**config.mk**
```make
export PLATFORM = sky130hd
export DESIGN_NAME = lcd_write_arbiter
export DESIGN_NICKNAME = d
export VERILOG_FILES = /design/src/rtl/lcd_pkg.sv /design/src/rtl/lcd_write_arbiter_rr.sv /design/src/rtl/lcd_write_arbiter.sv
export SDC_FILE = /design/constraint.sdc
export NUM_CORES = 1
export LEC_CHECK = 0
export CAP_MARGIN = 15
export CORE_ASPECT_RATIO = 0.75
export CORE_MARGIN = 3
export CORE_UTILIZATION = 36
export DETAILED_ROUTE_END_ITERATION = 12
export GPL_TIMING_DRIVEN = 0
export PLACE_DENSITY = 0.66
export SKIP_LAST_GASP = 1
export SLEW_MARGIN = 20
export SYNTH_ARGS = -nofsm -noshare
export SYNTH_HDL_FRONTEND = slang
export SYNTH_SLANG_ARGS = --single-unit
```
**constraint.sdc**
```tcl
create_clock -name iCLK -period 4.1 [get_ports iCLK]
set_clock_uncertainty 0.1 [all_clocks]
set_input_delay 1.025 -clock iCLK [delete_from_list [all_inputs] [get_ports iCLK]]
set_output_delay 1.025 -clock iCLK [all_outputs]
set_load 0.01 [all_outputs]
```
**src/rtl/lcd_pkg.sv**
```systemverilog
// Shared types and constants for the LCD write path: arbiter state encoding,
// default post-write settle delay and HD44780-style command bytes.
package lcd_pkg;

  typedef enum logic [2:0] {
    IDLE,
    ISSUE,
    WAIT_DONE,
    SETTLE,
    ACK
  } lcd_arb_state_e;

  localparam logic [17:0] LCD_SETTLE_DEFAULT = 18'h0A350;

  localparam logic [7:0] LCD_FUNC_SET = 8'h38;
  localparam logic [7:0] LCD_DISP_ON  = 8'h0C;
  localparam logic [7:0] LCD_CLEAR    = 8'h01;
  localparam logic [7:0] LCD_ENTRY    = 8'h06;
  localparam logic [7:0] LCD_LINE1    = 8'h80;
  localparam logic [7:0] LCD_LINE2    = 8'hC0;

endpackage

```
**src/rtl/lcd_write_arbiter_rr.sv**
```systemverilog
// Combinational round-robin pick: first set request at or above i_ptr,
// wrapping to the lowest set request when nothing lies above the pointer.
module rr_arbiter #(
  parameter int N  = 2,
  parameter int PW = $clog2(N)
) (
  input  logic [N-1:0]  i_req,
  input  logic [PW-1:0] i_ptr,
  output logic [N-1:0]  o_gnt
);

  logic [N-1:0] w_mask;
  logic [N-1:0] w_hi;
  logic [N-1:0] w_sel;

  always_comb begin
    w_mask = '0;
    for (int i = 0; i < N; i++) w_mask[i] = (PW'(i) >= i_ptr);
  end

  assign w_hi  = i_req & w_mask;
  assign w_sel = (|w_hi) ? w_hi : i_req;
  // isolate lowest set bit
  assign o_gnt = w_sel & (~w_sel + N'(1));

endmodule

```
**src/rtl/lcd_write_arbiter.sv**
```systemverilog
// Round-robin sharing of one LCD byte-write engine among N_REQ requesters.
// Define LCD_ARB_LOCK_EN to let a locked requester keep ownership for bursts.
module lcd_write_arbiter
  import lcd_pkg::*;
#(
  parameter int          N_REQ          = 2,
  parameter int unsigned SETTLE_CYCLES  = {14'd0, LCD_SETTLE_DEFAULT},
  parameter int unsigned TIMEOUT_CYCLES = 32'h0010_0000
) (
  input  logic               iCLK,
  input  logic               iRST_N,
  input  logic [N_REQ-1:0]   iREQ,
  input  logic [8*N_REQ-1:0] iDATA,
  input  logic [N_REQ-1:0]   iRS,
  input  logic [N_REQ-1:0]   iLOCK,
  output logic [N_REQ-1:0]   oGNT,
  output logic [N_REQ-1:0]   oACK,
  output logic               oERR,
  output logic               oBUSY,
  output logic [7:0]         oLCD_DATA,
  output logic               oLCD_RS,
  output logic               oLCD_START,
  input  logic               iLCD_DONE
);

  localparam int PW = $clog2(N_REQ);

  lcd_arb_state_e r_state;
  logic [PW-1:0]  r_ptr;
  logic [PW-1:0]  r_win;
  logic [31:0]    r_cnt;
  logic           r_err;

  logic [N_REQ-1:0] w_gnt;
  logic [PW-1:0]    w_win_idx;
  logic [7:0]       w_data;
  logic             w_rs;
  logic [PW-1:0]    w_ptr_nxt;
  logic             w_keep;

  rr_arbiter #(.N(N_REQ), .PW(PW)) u_rr (
    .i_req (iREQ),
    .i_ptr (r_ptr),
    .o_gnt (w_gnt)
  );

  always_comb begin
    w_win_idx = '0;
    w_data    = '0;
    w_rs      = 1'b0;
    for (int i = 0; i < N_REQ; i++) begin
      if (w_gnt[i]) begin
        w_win_idx = PW'(i);
        w_data    = iDATA[8*i +: 8];
        w_rs      = iRS[i];
      end
    end
  end

  assign w_ptr_nxt = (r_win == PW'(N_REQ-1)) ? '0 : r_win + 1'b1;

`ifdef LCD_ARB_LOCK_EN
  // a timed-out owner always gives up the engine
  assign w_keep = ~r_err & iLOCK[r_win] & iREQ[r_win];
`else
  logic w_lock_unused;
  assign w_lock_unused = ^iLOCK;
  assign w_keep        = 1'b0;
`endif

  always_ff @(posedge iCLK or negedge iRST_N) begin
    if (!iRST_N) begin
      r_state    <= IDLE;
      r_ptr      <= '0;
      r_win      <= '0;
      r_cnt      <= '0;
      r_err      <= 1'b0;
      oGNT       <= '0;
      oACK       <= '0;
      oERR       <= 1'b0;
      oBUSY      <= 1'b0;
      oLCD_DATA  <= '0;
      oLCD_RS    <= 1'b0;
      oLCD_START <= 1'b0;
    end else begin
      case (r_state)
        IDLE: begin
          if (|iREQ) begin
            oGNT      <= w_gnt;
            r_win     <= w_win_idx;
            oLCD_DATA <= w_data;
            oLCD_RS   <= w_rs;
            oBUSY     <= 1'b1;
            r_state   <= ISSUE;
          end
        end
        ISSUE: begin
          oLCD_START <= 1'b1;
          r_cnt      <= '0;
          r_state    <= WAIT_DONE;
        end
        WAIT_DONE: begin
          if (iLCD_DONE) begin
            oLCD_START <= 1'b0;
            r_cnt      <= '0;
            r_state    <= SETTLE;
          end else if (r_cnt == TIMEOUT_CYCLES - 1) begin
            oLCD_START <= 1'b0;
            r_err      <= 1'b1;
            oACK       <= oGNT;
            oERR       <= 1'b1;
            r_state    <= ACK;
          end else begin
            r_cnt <= r_cnt + 32'd1;
          end
        end
        SETTLE: begin
          if (SETTLE_CYCLES == 0 || r_cnt == SETTLE_CYCLES - 1) begin
            oACK    <= oGNT;
            oERR    <= r_err;
            r_state <= ACK;
          end else begin
            r_cnt <= r_cnt + 32'd1;
          end
        end
        ACK: begin
          oACK    <= '0;
          oERR    <= 1'b0;
          oGNT    <= '0;
          oBUSY   <= 1'b0;
          r_err   <= 1'b0;
          r_ptr   <= w_keep ? r_win : w_ptr_nxt;
          r_state <= IDLE;
        end
        default: r_state <= IDLE;
      endcase
    end
  end

endmodule

```
# Yosys cells after proc, flatten, opt, wreduce, memory -nomap -nowiden
# Index checks and enable logic that the tools add are counted.
op_classes:
  n_eq_ne: 13
  n_addsub: 3
  reduce_logical: 15
  muxes: 32
  bitwise_logic: 3
  magnitude_cmp: 2
op_table:
  columns: ["cell", "n"]
  rows:
  - ["two-way mux 32 bit", 3]
  - ["case mux 32 bit (3 select lines)", 1]
  - ["adder 32 x 1 -> 32 bit, second input constant", 1]
  - ["equality test 32 x 16 -> 1 bit, second input constant", 1]
  - ["equality test 32 x 20 -> 1 bit, second input constant", 1]
  - ["two-way mux 8 bit", 2]
  - ["two-way mux 3 bit", 4]
  - ["case mux 3 bit (4 select lines)", 1]
  - ["two-way mux 1 bit", 10]
  - ["two-way mux 2 bit", 5]
  - ["!= test 2 bit, second input constant", 5]
  - ["AND reduction 3 bit", 3]
  - ["equality test 3 x 2 -> 1 bit, second input constant", 2]
  - ["!= test 3 bit, second input constant", 2]
  - ["case mux 1 bit (2 select lines)", 3]
  - ["case mux 2 bit (3 select lines)", 1]
  - ["AND reduction 2 bit", 3]
  - ["nonzero test 2 bit", 3]
  - ["nonzero test 3 bit", 2]
  - ["AND 2 bit", 2]
  - ["case mux 2 bit (2 select lines)", 1]
  - ["AND reduction 4 bit", 1]
  - ["OR reduction 2 bit", 2]
  - ["equality test 3 x 1 -> 1 bit, second input constant", 1]
  - ["7 further kinds", 8]
totals:
  input_bits: 25
  out_inout_bits: 16
  ff_bits: 54
  word_cells: 80

# Depth between registers and ports, before layout
logic_depth:
  word_depth: 9
  depth_mapped: 8

# Cells and area by module
# Synthesis repeated with hierarchy kept, for this count alone.
unflattened:
  cells_unflattened: 343
  area_unflattened_um2: 3044.2
by_module_without_submodules:
  columns: ["mod", "seq_area_each_um2", "n_inst", "area_each_um2", "cells_each"]
  rows:
  - ["lcd_write_arbiter", 1351.3, 1, 3025.4, 340]
  - ["rr_arbiter", 0.0, 1, 18.8, 3]

# Worst setup path after synthesis
# OpenSTA, ideal clock, no wires.
synth_path:
  path_type: "input-to-reg"
  start: "input port iLCD_DONE"
  end: "register r_cnt[18]"
  path_buffers: 1
  setup_time_ps: 110
  t_arrival_ps: 2130
  path_slack_ps: 1760
  cell_stages: 7
  cell_sequence: "nor4b_1 > and4_1 > a32oi_1 > o21ai_2 > buf_6 > o21ai_1 > o41ai_1"
synth_between:
  elab_chain_cells: 2
  word_cells_on_any_way: 4
  classes_between: "1 x eq/ne; 2 x mux; 1 x reduce/logical"
synth_lines:
  columns: ["element", "line_no", "text"]
  rows:
  - ["from (decl)", "lcd_write_arbiter.sv:23", "input logic iLCD_DONE"]
  - ["!= test 3 bit (no line) or two-way mux 32 bit (tied branches)", null, null]
  - ["AND reduction 3 bit (no line) or case mux 32 bit (3 select lines) (tied branches)", null, null]
  - ["to (signal assigned)", "lcd_write_arbiter.sv:114", "r_cnt <= r_cnt + 32'd1;"]
  - ["to (signal assigned)", "lcd_write_arbiter.sv:123", "r_cnt <= r_cnt + 32'd1;"]
  - ["to (decl)", "lcd_write_arbiter.sv:31", "logic [31:0] r_cnt;"]
# Parallel ways exist; a longest one is shown, timed or not.
# A chain may end at the register's enable or synchronous reset.

# Worst setup path in the final report
# Ends and elaborated chain as after synthesis.

==> metrics.txt <==
# TYPE chip_impl_metric gauge
chip_impl_metric{name="synth_cells",unit=""} 356
chip_impl_metric{name="clock.fmax",unit="GHz"} 0.310
chip_impl_metric{name="all_layer_global_routing_usage",unit="%"} 19.1
chip_impl_metric{name="drt-initial-drc-count",unit=""} 339
chip_impl_info{name="crit_family",value="simple AND/OR/NAND/NOR gates"} 1
chip_impl_metric{name="power.switching_fraction",unit="%"} 32.4
chip_impl_metric{name="initial_utilization",unit="%"} 37.7
chip_impl_metric{name="yosys.cell_types.count",unit=""} 49
chip_impl_metric{name="io_buffer_count",unit=""} 38
chip_impl_metric{name="drive_gt1_share",unit="%"} 7.46
chip_impl_info{name="synth.area.top_cells",value="sky130_fd_sc_hd__dfrtp_1, sky130_fd_sc_hd__nand2_1, sky130_fd_sc_hd__o21ai_0, sky130_fd_sc_hd__nand3_1, sky130_fd_sc_hd__o21ai_1"} 1
chip_impl_metric{name="cts.clk_slew.worst_paths",unit="ns"} 0.08
chip_impl_metric{name="final_max_slew_viol_count",unit=""} 0
chip_impl_info{name="worstHoldPathType",value="flip-flop to flip-flop"} 1
chip_impl_metric{name="postCtsHoldBufs",unit=""} 0
chip_impl_metric{name="setup_viol_count_final",unit=""} 0
chip_impl_metric{name="post_cts.resized_instances",unit=""} 0
chip_impl_metric{name="first_global_vias",unit=""} 2788
chip_impl_metric{name="crit_cells",unit=""} 8
chip_impl_metric{name="largest_stage_delay_on_the_critical_path",unit="ns"} 0.51
chip_impl_metric{name="die_width",unit="microns"} 112
chip_impl_metric{name="power_density",unit="nW/um^2"} 378
chip_impl_info{name="clock_tree_root_buffer_cell",value="sky130_fd_sc_hd__clkbuf_16"} 1
chip_impl_metric{name="synth.yosys.seq_area_share",unit="%"} 44.5
chip_impl_metric{name="pin_count",unit=""} 41
chip_impl_metric{name="worst-slew-pin-transition",unit="ns"} 0.889
chip_impl_metric{name="reg2regPathDepth",unit=""} 7
chip_impl_metric{name="postSynthNetCount",unit=""} 383
chip_impl_info{name="synth_top_cell_by_area",value="sky130_fd_sc_hd__dfrtp_1"} 1
chip_impl_metric{name="totalWireLength",unit="microns"} 8830
chip_impl_metric{name="setup_tns",unit="ns"} 0
chip_impl_metric{name="final.min_clock_period",unit="ns"} 3.23
chip_impl_metric{name="grt_first_pass_wirelength",unit="microns"} 14800
chip_impl_metric{name="flow.area_growth_from_synthesis",unit="%"} 21.8
chip_impl_metric{name="ctsHtreeMaxLevel",unit=""} 2
chip_impl_metric{name="power.ir.vdd_worst",unit="mV"} 0.191
chip_impl_metric{name="p_int",unit="uW"} 945
chip_impl_metric{name="detailedPlacementHpwl",unit="microns"} 6280
chip_impl_metric{name="clock_insertion_delay_worst_skew",unit="ns"} 0.30
chip_impl_info{name="synth_flop_cell",value="sky130_fd_sc_hd__dfrtp_1"} 1
chip_impl_metric{name="post-cts-setup-buffer-count",unit=""} 0
chip_impl_info{name="outcome",value="finished, final reports clean"} 1
chip_impl_metric{name="core_footprint",unit="sq um"} 8060
chip_impl_metric{name="critPathBufInv",unit=""} 2
chip_impl_info{name="synth_most_common_cell",value="sky130_fd_sc_hd__dfrtp_1"} 1
chip_impl_metric{name="synth_top_area_share",unit="%"} 44.5
chip_impl_metric{name="numClockSinks",unit=""} 54
chip_impl_metric{name="insertedDiodeCount",unit=""} 0
chip_impl_metric{name="cts.path.max_buffers",unit=""} 2
chip_impl_metric{name="highest_fanout_seen_on_the_critical_path",unit=""} 10
chip_impl_info{name="cts_tree",value="built"} 1
chip_impl_metric{name="placement.cell_area",unit="sq um"} 3550
chip_impl_info{name="rsz0062_at_grt",value="no"} 1
chip_impl_metric{name="gr-total-overflow",unit=""} 0
chip_impl_metric{name="maxSlewHeadroom",unit="%"} 40.4
chip_impl_info{name="crit_type",value="input pin to flip-flop"} 1
chip_impl_metric{name="critPathArrivalTime",unit="ns"} 3.31
chip_impl_metric{name="ant_nets",unit=""} 0
chip_impl_metric{name="dieArea",unit="sq um"} 9580
chip_impl_metric{name="wire_per_inst",unit="microns"} 17.4
chip_impl_info{name="netlist_top_cells_count",value="sky130_fd_sc_hd__dfrtp_1, sky130_fd_sc_hd__nand2_1, sky130_fd_sc_hd__o21ai_0"} 1
chip_impl_metric{name="maxCapViolCount",unit=""} 0
chip_impl_metric{name="static-leakage-power",unit="uW"} 0.00150
chip_impl_metric{name="finalCritPeriodShare",unit="%"} 78.8
chip_impl_metric{name="share_clk_of_total_power",unit="%"} 31.4
chip_impl_metric{name="power_frac_seq",unit="%"} 47.2
chip_impl_metric{name="synth.cell_area",unit="sq um"} 3040
chip_impl_metric{name="hold_viol",unit=""} 0
chip_impl_metric{name="final_net_count",unit=""} 428
chip_impl_metric{name="drt_pre_antenna_iters",unit=""} 5
chip_impl_info{name="timing.critical_path.from_type",value="input pin"} 1
chip_impl_metric{name="yosys_warnings",unit=""} 0
chip_impl_metric{name="critPathRequiredTime",unit="ns"} 4.18
chip_impl_metric{name="route.vias.total",unit=""} 3003
chip_impl_metric{name="antenna_found_initial",unit=""} 0
chip_impl_info{name="path_cells",value="clkdlybuf4s50_1, nor4b_1, and4_1, a32oi_1, o21ai_2, buf_6, o21ai_1, o41ai_1"} 1
chip_impl_metric{name="layout_cell_area_excl_fill",unit="sq um"} 3700
chip_impl_metric{name="cts_made_buffers",unit=""} 5
chip_impl_info{name="cp-end-kind",value="flip-flop"} 1
chip_impl_metric{name="die-height",unit="microns"} 85.5
chip_impl_metric{name="p_comb_share",unit="%"} 21.5
chip_impl_metric{name="edff_count_synth",unit=""} 0
chip_impl_metric{name="grt_start_max_net_pins",unit=""} 55
chip_impl_metric{name="netSwitchingPower",unit="uW"} 453
chip_impl_metric{name="ys_ff_latch",unit=""} 54
chip_impl_metric{name="post_drt_via_cell_ratio",unit=""} 5.92
chip_impl_metric{name="drt_drc_violations_left",unit=""} 0
chip_impl_metric{name="async_reset_ff_share",unit="%"} 100
chip_impl_metric{name="min_delay_path_depth",unit=""} 1
chip_impl_metric{name="globalplace.congestion",unit=""} 0.948
chip_impl_info{name="timing.critical_path.slowest_stage_cell",value="sky130_fd_sc_hd__nor4b_1"} 1
chip_impl_metric{name="rows",unit=""} 28
chip_impl_metric{name="synth.avg_cell_area",unit="sq um"} 8.53
==> cell type report <==
class | instances | area, sq um
Buffer | 22 | 111
Clock buffer | 5 | 125
Clock inverter | 3 | 26.3
Fill cell | 802 | 4360
Inverter | 8 | 30.0
Multi-Input combinational cell | 272 | 1540
Sequential cell | 54 | 1350
Tap cell | 105 | 131
Timing Repair Buffer | 38 | 378
==> power groups by stage <==
stage / Combinational [uW] / Sequential, uW / Clock, uW
final: 300 / 659 / 439
after global placement: 296 / 663 / 0
after detailed placement: 298 / 665 / 0
after CTS: 299 / 656 / 451
after global routing: 338 / 670 / 472
after floorplan: 169 / 656 / 0
==> worst register-to-register path, cell delays in order (launching register included) <==
cell	delay, ns
sky130_fd_sc_hd__dfrtp_1	0.44
sky130_fd_sc_hd__ha_1	0.27
sky130_fd_sc_hd__and3_1	0.26
sky130_fd_sc_hd__nand3_1	0.27
sky130_fd_sc_hd__nor2_1	0.11
sky130_fd_sc_hd__a31oi_1	0.70
sky130_fd_sc_hd__nand2_1	0.22
sky130_fd_sc_hd__o41ai_1	0.33
==> path summary, 6_finish.rpt <==
path                                   to      start  slack [ns]
worst max-delay path            r_cnt[18]  iLCD_DONE        0.87
worst min-delay path                r_ptr      r_win        0.37
worst max register to register  r_cnt[18]   r_cnt[0]        1.30
worst min register to register      r_ptr      r_win        0.37
max in group asynchronous        r_cnt[1]     iRST_N        2.76
min in group asynchronous         oLCD_RS     iRST_N        0.66
==> per-stage QoR <==
| step | hold slack [ns] | util (%) | setup WS [ns] | instances | total power, uW |
|---|---|---|---|---|---|
| after floorplan | 0.339 | - | 1.76 | 356 | 826 |
| after global placement | 0.355 | 44.0 | 0.195 | 499 | 958 |
| after detailed placement | 0.362 | 44.0 | 0.662 | 499 | 963 |
| after CTS | 0.372 | 45.9 | 0.942 | 507 | 1410 |
| after global routing | 0.429 | 45.9 | 0.788 | 507 | 1480 |
| final | 0.370 | 45.9 | 0.871 | 507 | 1400 |
==> routing by layer <==
layer	up-vias	routed length, microns	GRT usage [%]
met5	-	0	0
met3	8	611	3.53
li1	1418	-	-
met4	0	82	4.91
met1	1460	4350	30.3
met2	117	3780	26.8
==> state kept, by name, summed over array words and instances (netlist names), 2 cells and up <==
signal,cells
r_cnt,32
oGNT,2
oLCD_DATA,8
r_state,3
oACK,2
==> layout by cell type, fill, tap and decap left out, drive strengths merged, types with 3 or more instances in the layout <==
master,n
nor2,19
a21oi,19
dfrtp,54
and4,5
nor3,9
buf,9
and3,6
a31oi,11
inv,8
o31ai,7
clkdlybuf4s50,37
clkinv,3
a22oi,9
nand2,53
nand4,14
clkbuf,19
nor4,6
o41ai,4
nand3,21
or4,5
and2,3
o21ai,53
or3,4
==> cell families after synthesis <==
group,Yosys count,synth area share [%]
AOI/OAI and AO/OA,116,23.0
and+or+nand+nor,154,27.0
adders and majority gates,2,0.824
buffers and inverters,30,4.66
DFF,54,44.5
Note: power is estimated with default switching activity, not from simulation.
